[src/rtl/thermo_uart_pkg.sv]
// Shared constants and types for the temperature-to-ASCII UART framer.
package thermo_uart_pkg;

    localparam int TEMP_W_DEF = 12;
    localparam int FRAC_W_DEF = 4;

    localparam logic [7:0] ASCII_PLUS  = 8'h2B;
    localparam logic [7:0] ASCII_MINUS = 8'h2D;
    localparam logic [7:0] ASCII_DOT   = 8'h2E;
    localparam logic [7:0] ASCII_CR    = 8'h0D;
    localparam logic [7:0] ASCII_LF    = 8'h0A;
    localparam logic [7:0] ASCII_ZERO  = 8'h30;

    typedef enum logic [1:0] {IDLE, CONVERT, SEND, WAIT} framer_state_t;

    function automatic logic [7:0] digit_char(input logic [3:0] d);
        return ASCII_ZERO + {4'h0, d};
    endfunction

endpackage

[src/rtl/temp_ascii_framer_if.sv]
// Sample input, uart_tx byte handshake and status flags of the framer.
interface temp_ascii_framer_if #(parameter int TEMP_W = 12);
    logic              temp_valid;
    logic [TEMP_W-1:0] temp_data;
    logic              tx_done_tick;
    logic              tx_start;
    logic [7:0]        data_byte;
    logic              busy;
    logic              drop_tick;

    modport master (input  temp_valid, temp_data, tx_done_tick,
                    output tx_start, data_byte, busy, drop_tick);
    modport slave  (output temp_valid, temp_data, tx_done_tick,
                    input  tx_start, data_byte, busy, drop_tick);
endinterface

[src/rtl/bin2bcd_seq.sv]
// Sequential double-dabble: IN_W-bit unsigned to three BCD digits in exactly IN_W cycles.
module bin2bcd_seq #(
    parameter int IN_W = 8
) (
    input  logic            clk,
    input  logic            reset,
    input  logic            start,
    input  logic [IN_W-1:0] bin,
    output logic            done,
    output logic [3:0]      hundreds,
    output logic [3:0]      tens,
    output logic [3:0]      ones
);
    logic [IN_W-1:0] shift_q;
    logic [11:0]     bcd_q;
    logic [11:0]     adj;
    logic [3:0]      cnt_q;
    logic            run_q;

    always_comb begin
        adj = bcd_q;
        for (int unsigned d = 0; d < 3; d++) begin
            if (bcd_q[4*d +: 4] >= 4'd5) adj[4*d +: 4] = bcd_q[4*d +: 4] + 4'd3;
        end
    end

    always_ff @(posedge clk or negedge reset) begin
        if (!reset) begin
            shift_q <= '0;
            bcd_q   <= '0;
            cnt_q   <= '0;
            run_q   <= 1'b0;
            done    <= 1'b0;
        end else begin
            done <= 1'b0;
            if (start) begin
                shift_q <= bin;
                bcd_q   <= '0;
                cnt_q   <= '0;
                run_q   <= 1'b1;
            end else if (run_q) begin
                {bcd_q, shift_q} <= {adj, shift_q} << 1;
                cnt_q            <= cnt_q + 4'd1;
                if (cnt_q == 4'(IN_W - 1)) begin
                    run_q <= 1'b0;
                    done  <= 1'b1;
                end
            end
        end
    end

    assign hundreds = bcd_q[11:8];
    assign tens     = bcd_q[7:4];
    assign ones     = bcd_q[3:0];
endmodule

[src/rtl/temp_ascii_framer.sv]
// Frames a signed Q-format temperature sample as "+ddd.dC\r\n" and streams it to uart_tx.
module temp_ascii_framer
    import thermo_uart_pkg::*;
#(
    parameter int         TEMP_W    = TEMP_W_DEF,
    parameter int         FRAC_W    = FRAC_W_DEF,
    parameter logic [7:0] UNIT_CHAR = 8'h43,
    parameter bit         EOL_CRLF  = 1'b1
) (
    input  logic                 clk,
    input  logic                 reset,
    temp_ascii_framer_if.master  bus
);
    localparam int              INT_W    = TEMP_W - FRAC_W;
    localparam logic [3:0]      LAST_IDX = EOL_CRLF ? 4'd8 : 4'd6;
    localparam logic [FRAC_W+3:0] TEN    = 10;

    framer_state_t     state_q, state_d;
    logic [3:0]        idx_q, idx_d;
    logic              load;
    logic [7:0]        byte_sel;
    logic [7:0]        data_q;
    logic              drop_q;
    logic              sign_q;
    logic [3:0]        frac_q;
    logic [TEMP_W-1:0] mag;
    logic [FRAC_W+3:0] frac_prod;
    logic [3:0]        frac_digit;
    logic              accept;
    logic              bcd_done;
    logic [3:0]        hund, tens, ones;

    // Magnitude of the most negative code still fits unsigned, giving integer part 128.
    assign mag        = bus.temp_data[TEMP_W-1] ? (~bus.temp_data + 1'b1) : bus.temp_data;
    assign frac_prod  = {4'h0, mag[FRAC_W-1:0]} * TEN;
    assign frac_digit = 4'(frac_prod >> FRAC_W);
    assign accept     = (state_q == IDLE) && bus.temp_valid;

    bin2bcd_seq #(.IN_W(INT_W)) u_bcd (
        .clk      (clk),
        .reset    (reset),
        .start    (accept),
        .bin      (mag[TEMP_W-1:FRAC_W]),
        .done     (bcd_done),
        .hundreds (hund),
        .tens     (tens),
        .ones     (ones)
    );

    always_comb begin
        state_d = state_q;
        idx_d   = idx_q;
        load    = 1'b0;
        case (state_q)
            IDLE:    if (bus.temp_valid) state_d = CONVERT;
            CONVERT: if (bcd_done) begin
                         state_d = SEND;
                         idx_d   = '0;
                         load    = 1'b1;
                     end
            SEND:    state_d = WAIT;
            WAIT:    if (bus.tx_done_tick) begin
                         if (idx_q == LAST_IDX) begin
                             state_d = IDLE;
                         end else begin
                             state_d = SEND;
                             idx_d   = idx_q + 4'd1;
                             load    = 1'b1;
                         end
                     end
            default: state_d = IDLE;
        endcase

        byte_sel = '0;
        case (idx_d)
            4'd0:    byte_sel = sign_q ? ASCII_MINUS : ASCII_PLUS;
            4'd1:    byte_sel = digit_char(hund);
            4'd2:    byte_sel = digit_char(tens);
            4'd3:    byte_sel = digit_char(ones);
            4'd4:    byte_sel = ASCII_DOT;
            4'd5:    byte_sel = digit_char(frac_q);
            4'd6:    byte_sel = UNIT_CHAR;
            4'd7:    byte_sel = ASCII_CR;
            4'd8:    byte_sel = ASCII_LF;
            default: byte_sel = '0;
        endcase
    end

    always_ff @(posedge clk or negedge reset) begin
        if (!reset) begin
            state_q <= IDLE;
            idx_q   <= '0;
            data_q  <= '0;
            drop_q  <= 1'b0;
            sign_q  <= 1'b0;
            frac_q  <= '0;
        end else begin
            state_q <= state_d;
            idx_q   <= idx_d;
            drop_q  <= bus.temp_valid && (state_q != IDLE);
            if (load) data_q <= byte_sel;
            if (accept) begin
                sign_q <= bus.temp_data[TEMP_W-1];
                frac_q <= frac_digit;
            end
        end
    end

    assign bus.tx_start  = (state_q == SEND);
    assign bus.busy      = (state_q != IDLE);
    assign bus.data_byte = data_q;
    assign bus.drop_tick = drop_q;
endmodule

[src/flat_wrapper.sv]
// flat-port wrapper written by rule: the top's interface ports become plain ports
module temp_ascii_framer_flat import thermo_uart_pkg::*;
#(
    parameter int         TEMP_W    = TEMP_W_DEF,
    parameter int         FRAC_W    = FRAC_W_DEF,
    parameter logic [7:0] UNIT_CHAR = 8'h43,
    parameter bit         EOL_CRLF  = 1'b1
)
  (clk, reset, bus_temp_valid, bus_temp_data, bus_tx_done_tick, bus_tx_start, bus_data_byte, bus_busy, bus_drop_tick);
  temp_ascii_framer_if #(.TEMP_W(TEMP_W)) bus_i ();
  input  logic clk;
  input  logic reset;
  input wire logic [$bits(bus_i.temp_valid)-1:0] bus_temp_valid;
  input wire logic [$bits(bus_i.temp_data)-1:0] bus_temp_data;
  input wire logic [$bits(bus_i.tx_done_tick)-1:0] bus_tx_done_tick;
  output wire logic [$bits(bus_i.tx_start)-1:0] bus_tx_start;
  output wire logic [$bits(bus_i.data_byte)-1:0] bus_data_byte;
  output wire logic [$bits(bus_i.busy)-1:0] bus_busy;
  output wire logic [$bits(bus_i.drop_tick)-1:0] bus_drop_tick;
  assign bus_i.temp_valid = bus_temp_valid;
  assign bus_i.temp_data = bus_temp_data;
  assign bus_i.tx_done_tick = bus_tx_done_tick;
  assign bus_tx_start = bus_i.tx_start;
  assign bus_data_byte = bus_i.data_byte;
  assign bus_busy = bus_i.busy;
  assign bus_drop_tick = bus_i.drop_tick;
  temp_ascii_framer #(.TEMP_W(TEMP_W), .FRAC_W(FRAC_W), .UNIT_CHAR(UNIT_CHAR), .EOL_CRLF(EOL_CRLF)) u_core (.clk(clk), .reset(reset), .bus(bus_i));
endmodule
[config.mk]
export PLATFORM = sky130hd
export DESIGN_NAME = temp_ascii_framer_flat
export DESIGN_NICKNAME = d
export VERILOG_FILES = /design/src/rtl/thermo_uart_pkg.sv /design/src/rtl/temp_ascii_framer_if.sv /design/src/rtl/bin2bcd_seq.sv /design/src/rtl/temp_ascii_framer.sv /design/src/flat_wrapper.sv
export SDC_FILE = /design/constraint.sdc
export NUM_CORES = 1
export LEC_CHECK = 0
export CAP_MARGIN = 20
export CELL_PAD_IN_SITES_DETAIL_PLACEMENT = 1
export CELL_PAD_IN_SITES_GLOBAL_PLACEMENT = 1
export CORE_ASPECT_RATIO = 1.5
export CORE_MARGIN = 8
export CORE_UTILIZATION = 36
export DETAILED_ROUTE_END_ITERATION = 7
export PLACE_DENSITY = 0.74
export SLEW_MARGIN = 25
export SYNTH_ARGS = -nofsm -noshare
export SYNTH_HDL_FRONTEND = slang
export SYNTH_SLANG_ARGS = --single-unit
[constraint.sdc]
create_clock -name clk -period 5 [get_ports clk]
set_input_delay 1 -clock clk [delete_from_list [all_inputs] [get_ports clk]]
set_output_delay 1 -clock clk [all_outputs]
set_load 0.1 [all_outputs]
==> results.cfg, run 1 <==
[worst_hold_path]
min_from = u_core.bus.data_byte[5]$_DFFE_PN0P_
hold_class = register to register
hold_depth = 2
hold_end = u_core.bus.data_byte[5]$_DFFE_PN0P_

[critical_path]
critPathTopFamily = buffers and inverters
cp_num_cells = 3
cp_cell_sequence = nor2_1 > inv_1 > clkdlybuf4s50_1
reg2reg_depth = 9
critical-path-max-stage-delay_ps = 1130
endpoint_kind = output pin
crit_buf_inv = 2
path_class = register to output pin
reg2reg_slack_ps = 2490
critPathArrivalTime_ps = 2260
r2r-start = u_core.idx_q[0]$_DFF_PN0_
worstPathRequired_ps = 4000
worst_setup_path_start_kind = register
crit_path_top_delay_cell = clkdlybuf4s50_1
r2r-end = u_core.bus.data_byte[1]$_DFFE_PN0P_
worstPathMaxFanout = 14

[logic_synthesis]
async_reset_ff_share_pct = 100.0
synth-seq-cells = 45
syn-num-nets = 336
synthCells = 306
netlist_area_sq_um = 2759
yosys_most_used_dff = dfrtp_1
synth.avg_cell_area_sq_um = 9.016
synth_mux_area_share_pct = 6.213
ys_seq_area_share_pct = 40.82
synthXorXnorAreaFrac_pct = 5.397
synth_compound_area_share_pct = 17.10
synth_simple_gate_area_share_pct = 18.78
yosys_warnings = 0
synth-edff-count = 0
netlist-cell-type-count = 54
synth_top_family_by_area = simple AND/OR/NAND/NOR gates
synth_fa_ha_area_share_pct = 6.621

[sta]
fin_skew_ps = 6.831
rsz0062_at_grt = false
period_share_pct = 65.20
finalSetupTns_ps = 0
worstMarginPinSlew_ps = 970.8
hold_viol = 0
period_needed_ps = 3260
finalMaxSlewViolations = 0
finalSetupViolCount = 0
slew_headroom_pct = 35.08
setup_slack_ps = 1740
max_freq_mhz = 306.7

[floorplanning]
initial_core_util_pct = 36.71
die_w_um = 87.48
top_level_ports = 27
rows = 39
die_h_um = 123.2
coreArea_sq_um = 7515
dieArea_sq_um = 10780

[cts]
cts_tree = done
cts_resized = 0
cts_root_buffer = clkbuf_16
clock_latency_ps = 280
path_clk_slew_ps = 60
htreeDepth = 2
cts_post_setup_buffers_inserted = 0
hold_buffers = 0
clock_sinks = 45
cts_buffer_depth = 2
cts_buffers = 5

[global_route]
grt_pass1_wl_um = 11350
grt_pass1_vias = 2514
use_met1_pct = 13.65
grt_max_degree = 46
antenna_found_initial = 0
grt_overflow_total = 0
grt_use_met2_pct = 25.26
grt.met3_usage_pct = 1.597
track_usage_pct = 13.12
busiest_layer = met2

[final_layout]
nNetsFinal = 355
regArea_sq_um = 1126
post_route_cells_drive_above_1_share_pct = 6.135
n_antenna_cell = 0
syn_to_final_growth_pct = 17.32
finalNonFillerCells = 428
final_util_pct = 43.07
fillCellCount = 911
multi_input_area_sq_um = 1498
fin_area_sq_um = 3237

[place]
dpl.hpwl_um = 4789
place_ws_ps = 1536
gp_congestion = 0.8410
dpl.cell_count = 420
dpl_cell_area_sq_um = 3077
port_buffers = 25

[pwr]
ir_drop_mv = 0.1970
leakage_nw = 1.416
powerDensity_nw_per_um2 = 687.2

[drt]
first_pass_iters = 4
wl_um = 6404
detail_route.wl_per_cell_um = 14.96
via_count = 2265
route.detailed.drc = 0
ant_nets = 0
drt-vias-per-instance = 5.292
drt_iter0_drc = 93

[run]
maxCapViolations = 0

[outcome]
status = finished clean
## synthesized netlist by cell type, drive strengths merged (2+ instances only)
| cell | count | share of area [%] |
|---|---|---|
| dfrtp | 45 | 41 |
| nand2 | 40 | 5.4 |
| o21ai | 29 | 5.3 |
| nor2 | 22 | 3.0 |
| a21oi | 16 | 3.0 |
| mux2i | 16 | 5.8 |
| inv | 15 | 2.0 |
| ha | 13 | 5.9 |
| xnor2 | 11 | 3.5 |
| nand3 | 10 | 1.8 |
| clkbuf | 9 | 1.2 |
| buf | 6 | 1.4 |
| xor2 | 6 | 1.9 |
| a211oi | 5 | 1.4 |
| nand4 | 5 | 1.1 |
| nor3 | 5 | 0.91 |
| o31ai | 5 | 1.4 |
| and2 | 3 | 0.68 |
| and3 | 3 | 0.68 |
| nand2b | 3 | 0.68 |
| nor2b | 3 | 0.68 |
| o211ai | 3 | 0.82 |
| or3 | 3 | 0.73 |
| or4 | 3 | 1.0 |
| a22o | 2 | 0.64 |
| a22oi | 2 | 0.54 |
| clkinv | 2 | 0.32 |
| nand3b | 2 | 0.54 |
| o41ai | 2 | 0.64 |
## cells by family after synthesis
group           after synthesis
compound gates               73
simple gates                107
flops                        45
xor+xnor                     17
other cells                   1
mux                          17
buf+inv                      32
fa+ha+maj                    14
## registers in the layout, summed over array words and instances, names as in the netlist
signal	count
u_core.bus.data_byte	7
u_core.bus.drop_tick	1
u_core.frac_q	4
u_core.idx_q	4
u_core.sign_q	1
u_core.state_q	2
u_core.u_bcd.bcd_q	12
u_core.u_bcd.cnt_q	4
u_core.u_bcd.done	1
u_core.u_bcd.run_q	1
u_core.u_bcd.shift_q	8
## worst max-delay path by stage
stage,startpoint,to,slack (ps)
after floorplan,u_core.state_q[1]$_DFFE_PN0P_,bus_tx_start,2100
after global placement,bus_temp_data[11],u_core.frac_q[2]$_DFFE_PN0P_,1620
after detailed placement,bus_temp_data[11],u_core.frac_q[2]$_DFFE_PN0P_,1540
after CTS,u_core.state_q[1]$_DFFE_PN0P_,bus_busy,1720
after global routing,u_core.state_q[1]$_DFFE_PN0P_,bus_busy,1630
final,u_core.state_q[1]$_DFFE_PN0P_,bus_busy,1740
## layer usage
layer	part of all wire (%)	up-vias
li1	-	1112
met1	42	1105
met2	54	35
met3	2.2	13
met4	2.4	0
met5	0	-
## per-stage QoR
stage                     hold slack (ps)  total power (W)
after floorplan                     443.9         0.001593
after global placement              461.3         0.001856
after detailed placement            469.9         0.001895
after CTS                           483.3         0.002253
after global routing                514.3         0.002398
final                               479.5         0.002224
## report_power, final
part / switching (W) / internal, W
clock: 0.000133 / 0.000212
sequential: 0.000168 / 0.000524
combinational: 0.000770 / 0.000417
## layout by cell type (no fill, tap or decap), drive strengths merged, types with 2 or more instances in the layout
cell type / instances
mux2i: 16
dfrtp: 45
a21oi: 16
nand3b: 2
nand2: 40
buf: 3
inv: 15
nor2b: 3
and3: 3
clkbuf: 7
or3: 3
a22oi: 2
o41ai: 2
nand2b: 3
clkinv: 3
o211ai: 3
and2: 3
a22o: 2
nand3: 10
nor3: 5
or4: 3
ha: 13
xnor2: 11
a211oi: 5
xor2: 6
clkdlybuf4s50: 24
nand4: 5
o31ai: 5
o21ai: 29
nor2: 22
## worst min-delay path: cells and delay by family, from the launching register on
kind / cells / cell delay [ps]
flops: 1 / 340
simple gates: 1 / 50
compound gates: 1 / 50
## layout make-up
cell class,count,area share [%]
multi-input combinational,229,46.27
tap,102,3.943
timing repair buffer,27,8.118
clock buffer,7,4.716
sequential,45,34.79
clock inverter,1,0.1546
inverter,17,2.010
(Power assumes the default switching activity.)
==> run 2, diff against run 1 <==
Settings changed: PLACE_DENSITY 0.74 to 0.76.
Clock period 5 ns to 2.9 ns, I/O delays scaled along.
==> run 2 against run 1 <==
Setup slack got worse by 1500 ps. Sequential cell count did not move. Sequential power rose by 77%. Wire length rose by 6.7%. Non-clock buffer count rose by 7. Core utilization rose by 0.067 points. Cell area rose by 0.15%. Critical path type is now primary input to register. Sequential share of layout area fell by 0.054 points. Clock-buffer cell count fell by 1. Global-route usage rose by 0.46 points. Via count rose by 3.0%. Combinational power rose by 74%.
==> results.cfg, run 2 (synthesis gave the netlist of run 1 again) <==
[floorplanning]
rows = 39
die_h_um = 123.2
top_level_ports = 27
initial_core_util_pct = 36.71
dieArea_sq_um = 10780
die_w_um = 87.48
coreArea_sq_um = 7515

[global_route]
grt_max_degree = 30
grt_overflow_total = 0
grt_pass1_vias = 2574
antenna_found_initial = 0
track_usage_pct = 13.58
grt_pass1_wl_um = 11680

[cts]
cts_buffer_depth = 2
hold_buffers = 0
cts_post_setup_buffers_inserted = 0
cts_resized = 0
clock_latency_ps = 290
clock_sinks = 45
cts_root_buffer = clkbuf_16
htreeDepth = 2
cts_tree = done
cts_buffers = 5
path_clk_slew_ps = 60

[drt]
via_count = 2333
wl_um = 6831
drt-vias-per-instance = 5.363
route.detailed.drc = 0
drt_iter0_drc = 106
first_pass_iters = 4
ant_nets = 0
detail_route.wl_per_cell_um = 15.70

[critical_path]
worstPathMaxFanout = 4
path_class = primary input to register
worstPathRequired_ps = 3060
worst_setup_path_start_kind = primary input
critPathArrivalTime_ps = 2850
endpoint_kind = register

[final_layout]
post_route_cells_drive_above_1_share_pct = 10.51
fin_area_sq_um = 3242
regMostFlops = u_core.u_bcd.bcd_q
final_util_pct = 43.14
final_cell_mix = dfrtp_1 (45), nand2_1 (40), o21ai_0 (28), nor2_1 (22), buf_4 (19)
fillCellCount = 909
largest_reg_flops = 12
syn_to_final_growth_pct = 17.51
n_antenna_cell = 0
nNetsFinal = 362
final_common_cell = dfrtp_1

[sta]
fin_skew_ps = 5.459
finalSetupViolCount = 0
worstMarginPinSlew_ps = 641.5
period_needed_ps = 2691
period_share_pct = 92.80
max_freq_mhz = 371.6
rsz0062_at_grt = false
slew_headroom_pct = 57.23
hold_viol = 0
setup_slack_ps = 208.9
finalMaxSlewViolations = 0

[pwr]
ir_drop_mv = 0.3626
p_total_w = 0.003850
powerDensity_nw_per_um2 = 1188
leakage_nw = 1.451

[place]
dpl_cell_area_sq_um = 3103
port_buffers = 25
gp_congestion = 0.8008
dpl.hpwl_um = 5102
place_ws_ps = -90.67

[run]
maxCapViolations = 0

[outcome]
status = finished clean

[worst_hold_path]
hold_class = primary input to async pin
==> run 2: cell types whose count changed in the layout (fill, tap and decap cells not counted) <==
cell,before,now
buf_2,0,1
and2_2,1,0
and2_1,2,3
buf_4,3,19
clkinv_2,2,3
clkbuf_1,0,1
clkbuf_8,2,0
clkdlybuf4s50_1,24,14
==> run 2: where the power goes <==
group | leakage (nW) | switching (W) | internal (W)
Combinational | 0.812 | 0.00133 | 0.000737
Clock | 0.0706 | 0.000237 | 0.000317
Sequential | 0.569 | 0.000323 | 0.000903
==> run 2: stage by stage <==
step,cells,setup TNS [ps],hold slack (ps)
floorplan,306,0,284.4
global placement,427,0,459.7
detailed placement,427,-90.67,465.1
CTS,435,0,229.9
global route,435,0,248.3
finish,435,0,212.2
==> run 2: worst max-delay path, stage by stage <==
cell,delay (ps)
clkdlybuf4s50_1,530
inv_1,80
ha_1,270
nand2_1,60
o21ai_0,100
ha_1,310
ha_1,230
fa_1,400
xnor2_1,190
o21ai_0,100
==> run 2: final cells by class <==
class	count	area, sq um	share of cell area (%)
Inverter	17	65.06	2.007
Clock inverter	2	10.01	0.3088
Timing Repair Buffer	34	287.8	8.877
Sequential cell	45	1126	34.74
Clock buffer	6	128.9	3.975
Tap cell	102	127.6	3.937
Multi-Input combinational cell	229	1496	46.16
==> run 2: worst paths after layout <==
| path | startpoint | to | slack (ps) | cells past startpoint |
|---|---|---|---|---|
| min in group clk | u_core.bus.data_byte[5]$_DFFE_PN0P_ | u_core.bus.data_byte[5]$_DFFE_PN0P_ | 480 | 2 |
| worst min register to register | u_core.bus.data_byte[5]$_DFFE_PN0P_ | u_core.bus.data_byte[5]$_DFFE_PN0P_ | 480 | 2 |
| max in group asynchronous | reset | u_core.u_bcd.bcd_q[3]$_DFFE_PN0P_ | 1980 | 2 |
| worst max-delay path | bus_temp_data[1] | u_core.frac_q[2]$_DFFE_PN0P_ | 210 | 10 |
| worst min-delay path | reset | u_core.state_q[0]$_DFFE_PN0P_ | 210 | 1 |
| worst max register to register | u_core.idx_q[0]$_DFF_PN0_ | u_core.bus.data_byte[1]$_DFFE_PN0P_ | 470 | 9 |
==> run 2: per-layer routing <==
layer	vias up	routed length [um]	GRT usage, %
met1	1159	2728	14.02
met4	0	154	4.973
met3	13	211	2.861
met5	-	0	0
li1	1127	-	-
met2	34	3737	25.88
==> run 3, diff against run 2 <==
Settings changed: CORE_ASPECT_RATIO 1.5 to 2.
==> run 3 against run 2 <==
Critical endpoint unchanged. Sequential cell count stayed put. Clock-buffer cell count stayed put. Final cell count is 1.4% lower. Core utilization is 0.45 points higher. Wire length is 5.8% higher. Largest cell class unchanged. Critical path depth stayed put. Worst hold slack better by 88 ps. Combinational power hardly changed. Via count is 0.81% higher. Global-route usage is 0.11 points lower. First-iteration DRC count is 21% lower.
==> results.cfg, run 3 (synthesis gave the netlist of run 1 again) <==
[cts]
clock_latency_ps = 290
path_clk_slew_ps = 60
cts_tree = done
cts_post_setup_buffers_inserted = 0
htreeDepth = 2
clock_sinks = 45
cts_buffer_depth = 2
cts_root_buffer = clkbuf_16
hold_buffers = 0
cts_buffers = 5
cts_resized = 0

[place]
dpl_cell_area_sq_um = 3115
gp_congestion = 0.8476
dpl.hpwl_um = 5449
port_buffers = 25

[pwr]
p_total_w = 0.003897
ir_drop_mv = 0.4644
leakage_nw = 1.465
powerDensity_nw_per_um2 = 1194

[floorplanning]
dieArea_sq_um = 10890
die_w_um = 77.90
initial_core_util_pct = 36.84
coreArea_sq_um = 7488
top_level_ports = 27
rows = 45
die_h_um = 139.8

[final_layout]
final_cell_mix = dfrtp_1 (45), nand2_1 (40), o21ai_0 (28), buf_4 (23), nor2_1 (22)
final_common_cell = dfrtp_1
n_antenna_cell = 0
regMostFlops = u_core.u_bcd.bcd_q
post_route_cells_drive_above_1_share_pct = 11.34
syn_to_final_growth_pct = 18.32
nNetsFinal = 365
fin_area_sq_um = 3264
largest_reg_flops = 12

[sta]
whs_ps = 300.4
max_freq_mhz = 373.5
hold_viol = 0
rsz0062_at_grt = false
fin_skew_ps = 5.194
finalSetupViolCount = 0
period_needed_ps = 2677
worstMarginPinSlew_ps = 671.9
period_share_pct = 92.31
slew_headroom_pct = 55.20
finalMaxSlewViolations = 0

[critical_path]
crit_path_top_delay_cell = clkdlybuf4s50_1
worstPathRequired_ps = 3070
cpMostUsedCell = ha_1
critical-path-max-stage-delay_ps = 530
r2r-end = u_core.bus.data_byte[1]$_DFFE_PN0P_
worstPathMaxFanout = 4
reg2reg_slack_ps = 340
r2r-start = u_core.idx_q[0]$_DFF_PN0_
critPathArrivalTime_ps = 2840
endpoint_kind = register
reg2reg_depth = 9
cp_cell_sequence = clkdlybuf4s50_1 > inv_1 > ha_1 > nand2_1 > o21ai_0 > ha_1 > ha_1 > fa_1 > xnor2_1 > o21ai_0
worst_setup_path_start_kind = primary input
path_class = primary input to register

[worst_hold_path]
hold_class = primary input to async pin

[global_route]
grt_pass1_vias = 2494
grt_overflow_total = 0
grt_max_degree = 46
grt_pass1_wl_um = 12090
track_usage_pct = 13.47
antenna_found_initial = 0

[drt]
drt-vias-per-instance = 5.483
ant_nets = 0
route.detailed.drc = 0
detail_route.wl_per_cell_um = 16.85
first_pass_iters = 4
wl_um = 7228
via_count = 2352
drt_iter0_drc = 84

[outcome]
status = finished clean

[run]
maxCapViolations = 0
==> run 3: cell type report <==
type / count / area, sq um
clock inverter: 1 / 7.507
multi-input combinational: 229 / 1496
inverter: 17 / 65.06
sequential: 45 / 1126
clock buffer: 6 / 138.9
timing repair buffer: 37 / 312.8
tap: 94 / 117.6
fill: 881 / 4224
==> run 3: per-stage QoR <==
step | cells | utilization, % | setup TNS (ps) | setup slack (ps)
2_1_floorplan | 306 | - | 0 | 421.6
3_3_place_gp | 422 | 41.60 | 0 | 78.37
3_5_place_dp | 422 | 41.60 | -96.70 | -96.70
4_1_cts | 429 | 43.56 | 0 | 221.9
5_1_grt | 429 | 43.59 | 0 | 123.3
6_report | 429 | 43.59 | 0 | 222.9
==> run 3: how the worst max path moves through the flow <==
stage                                       start                            to  slack (ps)  depth (start not counted)
floorplan           u_core.state_q[1]$_DFFE_PN0P_                  bus_tx_start         420                          2
global placement                 bus_temp_data[1]  u_core.frac_q[2]$_DFFE_PN0P_          80                         10
detailed placement               bus_temp_data[1]  u_core.frac_q[2]$_DFFE_PN0P_        -100                         10
CTS                              bus_temp_data[1]  u_core.frac_q[2]$_DFFE_PN0P_         220                         10
global route                     bus_temp_data[1]  u_core.frac_q[2]$_DFFE_PN0P_         120                         10
finish                           bus_temp_data[1]  u_core.frac_q[2]$_DFFE_PN0P_         220                         10
==> run 3: metal layers <==
layer / global-route usage, % / up-vias / share of wire [%]
li1: - / 1128 / -
met1: 13.80 / 1185 / 39
met2: 25.94 / 27 / 56
met3: 2.452 / 12 / 2.6
met4: 4.425 / 0 / 1.9
met5: 0 / - / 0
==> run 3: power by group <==
group | internal [W] | total [W] | switching (W)
registers | 0.000903 | 0.00125 | 0.000345
clock network | 0.000338 | 0.000572 | 0.000234
logic | 0.000754 | 0.00208 | 0.00132
total | 0.00200 | 0.00390 | 0.00190
==> run 3: worst max-delay path: cells and delay by family <==
| kind | cells | cell delay [ps] |
|---|---|---|
| buffers and inverters | 2 | 600 |
| AOI/OAI and AO/OA | 2 | 180 |
| xor gates and xnor gates | 1 | 190 |
| adders and majority gates | 4 | 1220 |
| and+or+nand+nor | 1 | 60 |
